**config.mk**
```make
export PLATFORM = sky130hd
export DESIGN_NAME = ram_port_arbiter
export DESIGN_NICKNAME = d
export VERILOG_FILES = /design/src/rtl/RAM_shared_pkg.sv /design/src/rtl/ram_port_arbiter_rr_arbiter_2.sv /design/src/rtl/ram_port_arbiter.sv
export SDC_FILE = /design/constraint.sdc
export NUM_CORES = 1
export LEC_CHECK = 0
export BUFFER_PORTS_ARGS = -buffer_cell sky130_fd_sc_hd__buf_4
export CAP_MARGIN = 30
export CORE_MARGIN = 3
export CORE_UTILIZATION = 35
export CTS_BUF_LIST = sky130_fd_sc_hd__clkbuf_8
export CTS_CLUSTER_DIAMETER = 30
export DETAILED_ROUTE_END_ITERATION = 12
export PLACE_DENSITY = 0.68
export SLEW_MARGIN = 40
export SYNTH_ARGS = -nofsm -noshare
export SYNTH_HDL_FRONTEND = slang
export SYNTH_HIERARCHICAL = 1
export SYNTH_SLANG_ARGS = --single-unit
```
**constraint.sdc**
```tcl
create_clock -name clk -period 1.46 [get_ports clk]
set_input_delay 0 -clock clk [delete_from_list [all_inputs] [get_ports clk]]
set_output_delay 0 -clock clk [all_outputs]
set_load 0.005 [all_outputs]
```
**src/rtl/RAM_shared_pkg.sv**
```systemverilog
`default_nettype none
// +--------------------------------------------------------------------------+
// | Package     : RAM_shared_pkg                                             |
// | Description : Shared constants for the SPI-slave RAM and its front-end   |
// |               arbiter: word width, RAM command opcodes and the arbiter  |
// |               FSM state type.                                            |
// | Ports       : none (package)                                             |
// | Revision    : 1.0 - initial release                                      |
// +--------------------------------------------------------------------------+
package RAM_shared_pkg;

  localparam int ADDR_SIZE = 8;

  // Two-bit opcode carried in the top bits of the RAM din word.
  localparam logic [1:0] WRITE_ADD  = 2'b00;
  localparam logic [1:0] WRITE_DATA = 2'b01;
  localparam logic [1:0] READ_ADD   = 2'b10;
  localparam logic [1:0] READ_DATA  = 2'b11;

  typedef enum logic [2:0] {
    IDLE  = 3'd0,
    WADDR = 3'd1,
    WDATA = 3'd2,
    RADDR = 3'd3,
    RDATA = 3'd4,
    RWAIT = 3'd5,
    RESP  = 3'd6
  } arb_state_e;

endpackage
`default_nettype wire

```
**src/rtl/ram_port_arbiter_rr_arbiter_2.sv**
```systemverilog
`default_nettype none
// +--------------------------------------------------------------------------+
// | Module      : rr_arbiter_2                                               |
// | Description : Two-way round-robin arbiter. A lone requester always wins; |
// |               on a tie the port that did not win last time is granted.   |
// |               The winner is remembered whenever accept is strobed.       |
// | Ports       : clk, rst_n      - clock, synchronous active-low reset      |
// |               req_valid[1:0]  - request per port                         |
// |               accept          - the current grant was consumed           |
// |               grant[1:0]      - one-hot grant (zero when no request)     |
// | Revision    : 1.0 - initial release                                      |
// +--------------------------------------------------------------------------+
module rr_arbiter_2 (
  input  logic       clk,
  input  logic       rst_n,
  input  logic [1:0] req_valid,
  input  logic       accept,
  output logic [1:0] grant
);

  logic r_last_grant;

  // Port 0 wins alone, or on a tie when port 1 was the previous winner.
  assign grant[0] = req_valid[0] & (~req_valid[1] |  r_last_grant);
  assign grant[1] = req_valid[1] & (~req_valid[0] | ~r_last_grant);

  // Reset to port 1 so that port 0 takes the first tie.
  always_ff @(posedge clk) begin
    if (!rst_n) begin
      r_last_grant <= 1'b1;
    end else if (accept) begin
      r_last_grant <= grant[1];
    end
  end

endmodule
`default_nettype wire

```
**src/rtl/ram_port_arbiter.sv**
```systemverilog
`default_nettype none
// +--------------------------------------------------------------------------+
// | Module      : ram_port_arbiter                                           |
// | Description : Two-port arbiter and command sequencer for the SPI-slave   |
// |               RAM. Each accepted request is turned into an address phase |
// |               and a data phase on ram_din/ram_rx_valid; read data coming |
// |               back on ram_dout/ram_tx_valid is returned to the issuing   |
// |               port, or an error response is produced after RD_TIMEOUT.   |
// | Options     : RAM_ARB_ADDR_SKIP_EN - skip the address phase when the     |
// |               address matches the last one issued for that direction.    |
// | Ports       : clk, rst_n           - clock, synchronous active-low reset |
// |               req_valid/ready/we   - per-port request handshake          |
// |               req_addr/req_wdata   - packed per-port address / wdata     |
// |               rsp_valid/data/err   - one-cycle read response             |
// |               ram_din/ram_rx_valid - registered command to the RAM       |
// |               ram_dout/ram_tx_valid- read data from the RAM              |
// | Revision    : 1.0 - initial release                                      |
// +--------------------------------------------------------------------------+
module ram_port_arbiter #(
  parameter int ADDR_SIZE  = RAM_shared_pkg::ADDR_SIZE,
  parameter int RD_TIMEOUT = 4
) (
  input  logic                   clk,
  input  logic                   rst_n,
  input  logic [1:0]             req_valid,
  output logic [1:0]             req_ready,
  input  logic [1:0]             req_we,
  input  logic [2*ADDR_SIZE-1:0] req_addr,
  input  logic [2*ADDR_SIZE-1:0] req_wdata,
  output logic [1:0]             rsp_valid,
  output logic [ADDR_SIZE-1:0]   rsp_data,
  output logic                   rsp_err,
  output logic [ADDR_SIZE+1:0]   ram_din,
  output logic                   ram_rx_valid,
  input  logic [ADDR_SIZE-1:0]   ram_dout,
  input  logic                   ram_tx_valid
);

  import RAM_shared_pkg::*;

  localparam int              CNT_W     = $clog2(RD_TIMEOUT + 1);
  localparam logic [CNT_W-1:0] C_TIMEOUT = CNT_W'(RD_TIMEOUT);

  arb_state_e               r_state;
  arb_state_e               w_next;
  logic [1:0]               w_grant;
  logic                     w_accept;
  logic                     w_sel_port;
  logic                     w_sel_we;
  logic [ADDR_SIZE-1:0]     w_sel_addr;
  logic [ADDR_SIZE-1:0]     w_sel_wdata;
  logic [ADDR_SIZE-1:0]     w_cmd_addr;
  logic [ADDR_SIZE-1:0]     w_cmd_wdata;
  logic [ADDR_SIZE+1:0]     w_din;
  logic                     w_rx_valid;
  logic                     w_skip_w;
  logic                     w_skip_r;
  logic                     w_timeout;

  logic                     r_port;
  logic [ADDR_SIZE-1:0]     r_addr;
  logic [ADDR_SIZE-1:0]     r_wdata;
  logic [CNT_W-1:0]         r_cnt;
  logic [1:0]               r_rsp_valid;
  logic [ADDR_SIZE-1:0]     r_rsp_data;
  logic                     r_rsp_err;
  logic [ADDR_SIZE+1:0]     r_ram_din;
  logic                     r_ram_rx_valid;

  rr_arbiter_2 u_rr_arbiter (
    .clk       (clk),
    .rst_n     (rst_n),
    .req_valid (req_valid),
    .accept    (w_accept),
    .grant     (w_grant)
  );

  assign req_ready   = (r_state == IDLE) ? w_grant : 2'b00;
  assign w_accept    = |(req_valid & req_ready);
  assign w_sel_port  = w_grant[1];
  assign w_sel_we    = w_sel_port ? req_we[1] : req_we[0];
  assign w_sel_addr  = w_sel_port ? req_addr[2*ADDR_SIZE-1:ADDR_SIZE]  : req_addr[ADDR_SIZE-1:0];
  assign w_sel_wdata = w_sel_port ? req_wdata[2*ADDR_SIZE-1:ADDR_SIZE] : req_wdata[ADDR_SIZE-1:0];
  assign w_timeout   = (r_cnt == C_TIMEOUT);

`ifdef RAM_ARB_ADDR_SKIP_EN
  logic                 r_wa_valid;
  logic                 r_ra_valid;
  logic [ADDR_SIZE-1:0] r_wa;
  logic [ADDR_SIZE-1:0] r_ra;

  // Remember the address the RAM currently holds for each direction.
  always_ff @(posedge clk) begin
    if (!rst_n) begin
      r_wa_valid <= 1'b0;
      r_ra_valid <= 1'b0;
      r_wa       <= '0;
      r_ra       <= '0;
    end else begin
      if (r_state == WADDR) begin
        r_wa_valid <= 1'b1;
        r_wa       <= r_addr;
      end
      if (r_state == RADDR) begin
        r_ra_valid <= 1'b1;
        r_ra       <= r_addr;
      end
    end
  end

  assign w_skip_w = r_wa_valid && (r_wa == w_sel_addr);
  assign w_skip_r = r_ra_valid && (r_ra == w_sel_addr);
`else
  assign w_skip_w = 1'b0;
  assign w_skip_r = 1'b0;
`endif

  // State register
  always_ff @(posedge clk) begin
    if (!rst_n) begin
      r_state <= IDLE;
    end else begin
      r_state <= w_next;
    end
  end

  // Next-state logic
  always_comb begin
    w_next = r_state;
    case (r_state)
      IDLE: begin
        if (w_accept) begin
          if (w_sel_we) w_next = w_skip_w ? WDATA : WADDR;
          else          w_next = w_skip_r ? RDATA : RADDR;
        end
      end
      WADDR:   w_next = WDATA;
      WDATA:   w_next = IDLE;
      RADDR:   w_next = RDATA;
      RDATA:   w_next = RWAIT;
      RWAIT:   if (ram_tx_valid || w_timeout) w_next = RESP;
      RESP:    w_next = IDLE;
      default: w_next = IDLE;
    endcase
  end

  // Command payload: in IDLE the request is only being accepted now, so
  // take it straight from the selected port rather than the latch.
  assign w_cmd_addr  = (r_state == IDLE) ? w_sel_addr  : r_addr;
  assign w_cmd_wdata = (r_state == IDLE) ? w_sel_wdata : r_wdata;

  // Output logic, decoded from the next state so the registered command
  // appears in the same cycle the FSM enters the command state.
  always_comb begin
    w_din      = '0;
    w_rx_valid = 1'b0;
    case (w_next)
      WADDR: begin
        w_din      = {WRITE_ADD, w_cmd_addr};
        w_rx_valid = 1'b1;
      end
      WDATA: begin
        w_din      = {WRITE_DATA, w_cmd_wdata};
        w_rx_valid = 1'b1;
      end
      RADDR: begin
        w_din      = {READ_ADD, w_cmd_addr};
        w_rx_valid = 1'b1;
      end
      RDATA: begin
        w_din      = {READ_DATA, {ADDR_SIZE{1'b0}}};
        w_rx_valid = 1'b1;
      end
      default: begin
        w_din      = '0;
        w_rx_valid = 1'b0;
      end
    endcase
  end

  // Datapath registers
  always_ff @(posedge clk) begin
    if (!rst_n) begin
      r_port         <= 1'b0;
      r_addr         <= '0;
      r_wdata        <= '0;
      r_cnt          <= '0;
      r_rsp_valid    <= 2'b00;
      r_rsp_data     <= '0;
      r_rsp_err      <= 1'b0;
      r_ram_din      <= '0;
      r_ram_rx_valid <= 1'b0;
    end else begin
      r_ram_din      <= w_din;
      r_ram_rx_valid <= w_rx_valid;

      if (w_accept) begin
        r_port  <= w_sel_port;
        r_addr  <= w_sel_addr;
        r_wdata <= w_sel_wdata;
      end

      if (r_state == RDATA) begin
        r_cnt <= '0;
      end else if (r_state == RWAIT && !ram_tx_valid && !w_timeout) begin
        r_cnt <= r_cnt + CNT_W'(1);
      end

      // Real data takes priority over a timeout landing in the same cycle.
      if (r_state == RWAIT) begin
        if (ram_tx_valid) begin
          r_rsp_data <= ram_dout;
          r_rsp_err  <= 1'b0;
        end else if (w_timeout) begin
          r_rsp_data <= '0;
          r_rsp_err  <= 1'b1;
        end
      end

      r_rsp_valid <= (w_next == RESP) ? (r_port ? 2'b10 : 2'b01) : 2'b00;
    end
  end

  assign rsp_valid    = r_rsp_valid;
  assign rsp_data     = r_rsp_data;
  assign rsp_err      = r_rsp_err;
  assign ram_din      = r_ram_din;
  assign ram_rx_valid = r_ram_rx_valid;

endmodule
`default_nettype wire

```
Word level (Yosys, flattened, before mapping)
Cells that the tools add are included.
{"block": "totals", "reg_bits": 46, "in_bits": 47, "output_inout_bits": 24, "word_cells": 60}
{"block": "op_classes", "add_sub_neg": 1, "eq_ne": 10, "muxes": 17, "bitwise": 9, "n_reduce_logical": 12}
{"op": "8-bit two-way mux", "count": 6}
{"op": "10-bit one-hot mux with 4 select lines", "count": 1}
{"op": "3-bit equality test (second input constant)", "count": 5}
{"op": "3-bit one-hot mux with 5 select lines", "count": 1}
{"op": "3-bit by 2-bit equality test with 1-bit output (second input constant)", "count": 3}
{"op": "3-bit by 1-bit equality test with 1-bit output (second input constant)", "count": 2}
{"op": "2-bit two-way mux", "count": 3}
{"op": "3-bit two-way mux", "count": 2}
{"op": "1-bit two-way mux", "count": 4}
{"op": "1-bit NOT", "count": 4}
{"op": "2-bit AND reduction", "count": 2}
{"op": "2-bit OR reduction", "count": 2}
{"op": "4-bit OR reduction", "count": 1}
{"op": "3-bit by 1-bit adder with 3-bit output (second input constant)", "count": 1}
{"op": "3-bit zero test", "count": 1}
{"op": "1-bit AND", "count": 2}
{"op": "2-bit AND", "count": 1}
{"op": "1-bit logical AND", "count": 2}
{"op": "1-bit zero test", "count": 2}
{"op": "1-bit bitwise OR", "count": 2}
{"op": "2-bit nonzero test", "count": 1}
{"op": "1-bit logical OR", "count": 1}

Logic depth before layout (Yosys ltp)
Gate-level depths: netlist (run 1).
{"block": "depth", "depth_word": 11, "ltp_mapped": 9, "ltp_nobuf": 7}

Cells and area by module
The synthesis (run 1) kept the hierarchy.
{"mod": "ram_port_arbiter", "instances": 1, "cells_each": 184, "area_each_um2": 1778.0, "seq_area_each_um2": 740.7}
{"mod": "rr_arbiter_2", "instances": 1, "cells_each": 7, "area_each_um2": 57.6, "seq_area_each_um2": 20.0}

Least setup slack after synthesis (run 1)
Ideal clock, no wire load.
{"block": "synth_path", "kind": "reg-to-reg", "from": "register u_rr_arbiter.r_last_grant", "to": "register u_rr_arbiter.r_last_grant", "setup_time_ns": 0.120, "t_arrival_ns": 1.485, "required_ns": 1.340, "path_slack_ns": -0.145, "path_stages_with_launch": 10, "n_path_buf": 2, "period_less_slack_ns": 1.605, "path_cell_list": "dfxtp_1 > inv_1 > a21boi_0 > a22o_1 > buf_2 > nand2_4 > inv_2 > buf_6 > nor2b_1 > a211o_1"}
{"item": "start: declaration", "line": "ram_port_arbiter_rr_arbiter_2.sv:21", "text": "logic r_last_grant;"}
{"item": "start signal: assignment", "line": "ram_port_arbiter_rr_arbiter_2.sv:32", "text": "r_last_grant <= grant[1];"}
{"item": "1-bit bitwise OR", "line": "ram_port_arbiter_rr_arbiter_2.sv:24", "text": "assign grant[0] = req_valid[0] & (~req_valid[1] | r_last_grant);"}
{"item": "1-bit AND", "line": "ram_port_arbiter_rr_arbiter_2.sv:24"}
{"item": "via w_grant[0]", "line": "ram_port_arbiter.sv:46", "text": "logic [1:0] w_grant;"}
{"item": "2-bit two-way mux", "line": "ram_port_arbiter.sv:78", "text": "assign req_ready = (r_state == IDLE) ? w_grant : 2'b00;"}
{"item": "2-bit AND", "line": "ram_port_arbiter.sv:79", "text": "assign w_accept = |(req_valid & req_ready);"}
{"item": "2-bit OR reduction", "line": "ram_port_arbiter.sv:79"}
{"item": "via w_accept", "line": "ram_port_arbiter.sv:47", "text": "logic w_accept;"}
The timed path passes the listed nets, and every way through them passes these cells.
A chain may end at the register's enable or synchronous reset.

Worst setup path in the final report (run 1)
{"block": "layout_path", "from": "register r_state[2]", "to": "register r_ram_din[5], in the netlist ram_din[5]"}
{"block": "layout_via", "elab_chain_len": 8}
{"item": "start: declaration", "line": "ram_port_arbiter.sv:44", "text": "arb_state_e r_state;"}
{"item": "start signal: assignment", "line": "ram_port_arbiter.sv:123", "text": "r_state <= w_next;"}
{"item": "3-bit zero test"}
{"item": "2-bit two-way mux", "line": "ram_port_arbiter.sv:78"}
{"item": "2-bit AND", "line": "ram_port_arbiter.sv:79"}
{"item": "2-bit OR reduction", "line": "ram_port_arbiter.sv:79"}
{"item": "3-bit two-way mux", "line": "ram_port_arbiter.sv:132", "text": "if (w_accept) begin"}
{"item": "3-bit one-hot mux with 5 select lines", "line": "ram_port_arbiter.sv:130", "text": "case (r_state)"}
{"item": "3-bit equality test (tied with other cells)", "line": "ram_port_arbiter.sv:157", "text": "case (w_next)"}
{"item": "10-bit one-hot mux with 4 select lines *", "line": "ram_port_arbiter.sv:157"}
{"item": "end signal: assignment", "line": "ram_port_arbiter.sv:194", "text": "r_ram_din <= w_din;"}
{"item": "end: declaration", "line": "ram_port_arbiter.sv:67", "text": "logic [ADDR_SIZE+1:0] r_ram_din;"}
Mark *: on every way between the ends. The rest lies on a longest branch, timed or not.

==> results.md, run 1 <==
* ANT cells at 0
* CTS Buf Count at 5
* Critical Path, Cell by Cell: buf_4 > nor3b_2 > a32oi_1 > nor2b_1
* Clock Skews at 0.00584 ns
* First drt pass iteration count at 4
* Die Y at 78.4 um
* Seq cells post-synth at 38
* Most used DFF post-synth: dfxtp_1
* # port buffers at 70
* DRC viols at 0
* Slew @ Worst Pin at 0.639 ns
* 1st-iter DRT viols at 74
* Synth Cell Area at 1840 sq um
* Site Rows at 25
* Sequential Power Share at a little under half
* Crit path DAT at 1.67 ns
* Setup_tns at 0 ns
* Fmax at 691 MHz
* Largest net degree at the start of global routing at 36
* Status: completed
* Critical Path RT at 1.68 ns
* CP Capture Type: flip-flop
* CTS clk-pin slew, worst paths at 0.07 ns
* Crit Path Category: flip-flop to flip-flop
* Clock Power Share at 29.4%
* Pwr Density at just under 900 nW/um^2
* Top Ports at 71
* Die width at 78.4 um
* Share of cells above drive strength 1 at 44.4%
* Overflow after GRT at 0
* Switch Pwr at 653 uW
* Synth Area per Inst at 9.61 sq um
* Core ar. at between 4000 and 5000 sq um
* Clk_lat worst skew at roughly 0.29 ns
* Distinct cells, synth at 36
* Maximum vdd ir drop at 409 uV
* Max-cap violations at 0
* Tot GR Track Use at ~16%
* Internal power at 1850 uW
* Area post-placement at 2450 sq um
* Global-route wire length before repair at a little under 8 mm
* Maximum level of the CTS H-tree at 2
* Maximum clock path buffer count at 2
* Power Total at around 2500 uW
* Vias in the first global route at around 1700
* DRT Wirelength at roughly 5 mm
* Fill count at 480
* Sw frac at 26.1%
* CTS sink count at 38
* Worst path slowest cell: nor3b_2
* Post-synthesis sequential area ratio at 41.4%
* Final Slew Violations at 0
* Comb pwr share at 25.2%
* Worst rel slew slack at 57.2%
* Dpl hpwl at 3.28 mm
* Via density at around 4.9
* DR vias at about 1700
* CTS root buf: clkbuf_8
* Post-synth EDFFs at 0
* Final period utilization at 99.2%
* Routed len/inst at 14.1 um
* Starting density of the core at a little under two fifths
* Critical-path maximum fanout at 8
* Crit path max-delay family: simple AND/OR/NAND/NOR gates
* Die ar. at 6150 sq um
* Cell count after synthesis at 191
* Leak at 0.00133 uW
* Routed Antenna Nets at 0
* CTS tree: built
* Initial antenna violation count at 0
* Worst hold path class: input port to flip-flop
* Finish-stage setup viols at 0
* Endpoints failing hold at 0
* Slowest Stage Delay on Critical Path at 0.54 ns
* Final Net Count at 332
* Yosys warnings at 6
* Syn_nets at 240
* Area Growth Syn to Fin at 53.4%
* Buf/Inv on CP at 1
* Post-synth ARST share at 0%
* Minimum clock period at 1.45 ns
* RSZ-0062 raised after global routing: yes
* Startpoint Class: flip-flop
* Fin area at about 2800 sq um
* Final GP Congestion at 0.759
kinds of logic (layout without fill, tap and decap cells):
group,count (synthesis),in the layout,share of synthesized area (%)
AND/OR/NAND/NOR,52,52,17.6
adder cells (fa/ha/maj),2,2,1.36
multiplexers,18,18,10.3
flip-flops,38,38,41.4
AO/OA/AOI/OAI,54,54,20.9
buffers and inverters,27,120,8.38
layout by cell type (no fill, tap or decap), types with 3 or more instances in the layout:
cell type,synthesis,layout
mux2i_2,0,3
a21boi_1,9,8
dlygate4sd3_1,0,8
nand2_1,11,11
a21oi_1,8,7
buf_6,3,4
and3b_1,3,3
nand3b_1,3,3
inv_1,8,9
mux2i_1,11,8
buf_4,3,88
o211a_1,8,8
nor2b_1,10,10
a32oi_1,7,5
clkbuf_8,0,6
mux2_4,0,3
dfxtp_1,38,37
o21ai_0,13,12
nand3_1,13,13
and2_1,3,3
mux2_2,7,4
what timing repair did:
action | 4_1_cts | 5_1_grt
buffers inserted | 8 | 1
gates cloned | 1 | 1
hold buffers | 8 | 0
endpoints found under the hold margin | 8 | 0
pin swaps | 4 | 9
setup endpoints to repair | 6 | 28
gates resized for setup | 0 | 18
worst paths after layout:
path / startpoint / end / slack (ns) / depth (start not counted)
max: r_state[2]$_SDFF_PN0_ / ram_din[5]$_SDFF_PN0_ / 0.01 / 4
min: req_we[1] / r_state[1]$_SDFF_PN0_ / 0.05 / 4
max reg2reg: r_state[2]$_SDFF_PN0_ / ram_din[5]$_SDFF_PN0_ / 0.01 / 4
min reg2reg: r_port$_SDFFE_PN0P_ / rsp_valid[0]$_SDFF_PN0_ / 0.44 / 1
registers in the layout, summed over array words and instances, names as in the netlist, 2 cells and up:
name	count
r_wdata	8
r_cnt	3
rsp_valid	2
r_state	3
rsp_data	8
ram_din	10
routing by layer:
metal,vias to the layer above,routed length (um),global-route usage [%]
met3,7,316,4.59
met2,68,2270,25.5
met4,0,63,5.42
met1,793,2320,20.8
li1,858,-,-
met5,-,0,0
cell usage after synthesis (2+ instances only):
cell type,number,area share (%)
nand2_1,11,2.2
buf_4,3,1.2
nand3b_1,3,1.2
a21boi_0,2,0.82
nor3_1,2,0.55
o211a_1,8,4.4
ha_1,2,1.4
inv_1,8,1.6
a32oi_1,7,3.3
mux2_2,7,4.3
clkbuf_1,5,1.0
a211o_1,2,0.95
nand3_1,13,3.5
dfxtp_1,38,41
buf_2,6,1.6
a21oi_1,8,2.2
and2_1,3,1.0
a21boi_1,9,3.7
mux2i_1,11,6.0
o21ai_0,13,3.5
buf_6,3,1.8
nor2b_1,10,3.4
o21a_1,2,0.82
and3b_1,3,1.4
layout make-up:
class                      count  area (sq um)  share of cell area, %
timing repair buffer         103           863                   30.7
clock inverter                 2          8.76                  0.311
inverter                       9          33.8                   1.20
clock buffer                   6          82.6                   2.93
tap                           67          83.8                   2.98
multi-input combinational    126           981                   34.8
sequential                    38           762                   27.1
power by group through the flow:
stage          Clock [uW]  Sequential [uW]  Combinational, uW
3_5_place_dp            0             1150                512
5_1_grt               807             1140                683
3_3_place_gp            0             1150                509
6_report              736             1130                630
4_1_cts               753             1130                584
2_1_floorplan           0             1140                317
worst min-delay path: cells and delay by family:
kind / cells / cell delay [ns]
AOI/OAI and AO/OA: 1 / 0.06
buffers and inverters: 1 / 0.08
and+or+nand+nor: 1 / 0.09
muxes: 1 / 0.07
per-stage QoR:
stage	hold slack (ns)	setup WS (ns)	std cells	util, %
floorplan	0.135	0.0320	191	-
global placement	0.248	0.0519	324	50.2
detailed placement	0.256	-0.00508	324	50.2
CTS	0.0676	0.00751	349	55.6
global route	0.0639	-0.109	351	57.7
finish	0.0524	0.0120	351	57.7
Note: power is estimated with default switching activity, not from simulation.
==> run 2, diff against run 1 <==
--- a/config.mk
+++ b/config.mk
@@ -8,11 +8,11 @@
 export BUFFER_PORTS_ARGS = -buffer_cell sky130_fd_sc_hd__buf_4
 export CAP_MARGIN = 30
 export CORE_MARGIN = 3
-export CORE_UTILIZATION = 35
+export CORE_UTILIZATION = 45
 export CTS_BUF_LIST = sky130_fd_sc_hd__clkbuf_8
 export CTS_CLUSTER_DIAMETER = 30
 export DETAILED_ROUTE_END_ITERATION = 12
-export PLACE_DENSITY = 0.68
+export PLACE_DENSITY = 0.82
 export SLEW_MARGIN = 40
 export SYNTH_ARGS = -nofsm -noshare
 export SYNTH_HDL_FRONTEND = slang
==> results.md, run 2 (same netlist as run 1, synthesis figures left out) <==
* Critical-path maximum fanout at 9
* Area Growth Syn to Fin at 46.3%
* Max-cap violations at 0
* Site Rows at 22
* Via density at 5.24
* Slowest Stage Delay on Critical Path at 0.36 ns
* Post-Layout Cell Count at 322
* WHS Endpoint: r_state[1]$_SDFF_PN0_
* Final Net Count at ~320
* DR vias at 1687
* ANT cells at 0
* Maximum level of the CTS H-tree at 2
* Core ar. at 3800 sq um
* Critical Path RT at 1.64 ns
* Slew @ Worst Pin at between 0.3 and 0.4 ns
* Top Ports at 71
* # port buffers at 70
* Hold slack at 0.0371 ns
* Tot GR Track Use at 19.4%
* Max reg flops at 10
* Initial antenna violation count at 0
* Worst hold path class: input port to flip-flop
* Fmax at a little over 700 MHz
* Worst rel slew slack at around three quarters
* Dpl hpwl at 3.22 mm
* CTS sink count at 38
* Routed Antenna Nets at 0
* DRT Wirelength at 4.66 mm
* First drt pass iteration count at 4
* CP Capture Type: flip-flop
* Die Y at 69.9 um
* Commonest cells after routing, fill and taps aside: 81 x buf_4, 36 x dfxtp_1, 13 x nand3_1, 13 x o21ai_0
* 1st-iter DRT viols at 94
* Pwr Density at 1030 nW/um^2
* Vias in the first global route at 1722
* R2r endpoint: u_rr_arbiter/r_last_grant$_SDFFE_PN1P_
* CTS clk-pin slew, worst paths at 0.08 ns
* Crit path DAT at 1.57 ns
* Post-route setup slack at 0.0730 ns
* Share of cells above drive strength 1 at 40.9%
* Setup_tns at 0 ns
* Most common cell after layout, fill and taps aside: buf_4
* Critical Path, Cell by Cell: inv_1 > a21boi_2 > a22o_1 > nand2_4 > inv_4 > nor2b_1 > a211o_1
* Final GP Congestion at a little under 0.8
* Crit Path Category: flip-flop to flip-flop
* Global-route wire length before repair at between 7 and 8 mm
* WHS Path Cells at 4
* Maximum clock path buffer count at 2
* Maximum vdd ir drop at 529 uV
* CTS root buf: clkbuf_8
* Leak at 0.00126 uW
* Finish-stage setup viols at 0
* Crit path max-delay family: compound AO/OA/AOI/OAI gates
* Final period utilization at between 90% and 100%
* Fill count at 307
* Startpoint Class: flip-flop
* RSZ-0062 raised after global routing: no
* Largest net degree at the start of global routing at 36
* Starting density of the core at just under 50%
* Endpoints failing hold at 0
* DRC viols at 0
* Die ar. at 4880 sq um
* Routed len/inst at 14.5 um
* Minimum clock period at 1.39 ns
* Worst R2R Setup Slack at roughly 0.073 ns
* Worst path depth at 7
* Cells after DPL at 303
* Final Slew Violations at 0
* Status: completed
* Beginning of the worst hold path: req_we[0]
* Buf/Inv on CP at 2
* Worst Reg-to-Reg Cells at 7
* Clk_lat worst skew at around 0.30 ns
* Pre-CTS WS at ~0.025 ns
* CTS tree: built
* Die width at 69.9 um
* Overflow after GRT at 0
* Worst path slowest cell: dfxtp_2
* Clock Skews at 0.00876 ns
* CTS Buf Count at 5
* R2r startpoint: u_rr_arbiter/r_last_grant$_SDFFE_PN1P_
## run 2: cell types whose count changed in the layout (fill, tap and decap cells not counted), sizes merged
cell    change
clkbuf      -2
bufbuf      -1
inv         -1
buf         -8
bufinv      +2
## run 2: what timing repair did
action | 4_1_cts | 5_1_grt
setup endpoints to repair | 0 | 20
resized for setup | 0 | 13
hold buffers | 8 | 0
setup buffers | 0 | 2
hold endpoints to repair | 8 | 0
## run 2: stage by stage
step / util, % / power [uW] / instance area (sq um)
6_report: 70.7 / 2760 / 2690
5_1_grt: 70.7 / 2880 / 2690
4_1_cts: 69.2 / 2760 / 2630
3_5_place_dp: 63.5 / 1660 / 2410
3_3_place_gp: 63.5 / 1650 / 2410
2_1_floorplan: - / 1460 / 1840
## run 2: worst max path at each step
stage | startpoint | to
floorplan | u_rr_arbiter/r_last_grant$_SDFFE_PN1P_ | u_rr_arbiter/r_last_grant$_SDFFE_PN1P_
global placement | u_rr_arbiter/r_last_grant$_SDFFE_PN1P_ | ram_din[1]$_SDFF_PN0_
detailed placement | u_rr_arbiter/r_last_grant$_SDFFE_PN1P_ | ram_din[1]$_SDFF_PN0_
finish | u_rr_arbiter/r_last_grant$_SDFFE_PN1P_ | u_rr_arbiter/r_last_grant$_SDFFE_PN1P_
global route | r_state[2]$_SDFF_PN0_ | req_ready[0]
CTS | u_rr_arbiter/r_last_grant$_SDFFE_PN1P_ | ram_din[0]$_SDFF_PN0_
## run 2: report_power, final
group	internal, uW	total (uW)	switching [uW]
registers	1100	1140	37.4
clock network	685	1080	397
logic	311	545	234
total	2090	2760	668
## run 2: area by class of cell
cell class	count	area [sq um]	area share, %
inverter	9	36.3	1.35
timing repair buffer	93	739	27.5
sequential	38	763	28.4
clock inverter	3	68.8	2.56
multi-input combinational	126	948	35.3
tap	48	60.1	2.24
clock buffer	5	68.8	2.56
## run 2: worst register-to-register path, cell delays in order, from the launching register on
cell and delay, ns:
dfxtp_2 0.36, inv_1 0.05, a21boi_2 0.14, a22o_1 0.25, nand2_4 0.07, inv_4 0.10
nor2b_1 0.05, a211o_1 0.25
## run 2: per-layer routing
layer  wire length [um]  global-route usage, %
met2               2350                   33.6
met4                 72                   7.66
met5                  0                      0
met3                325                   5.61
met1               1910                   22.5
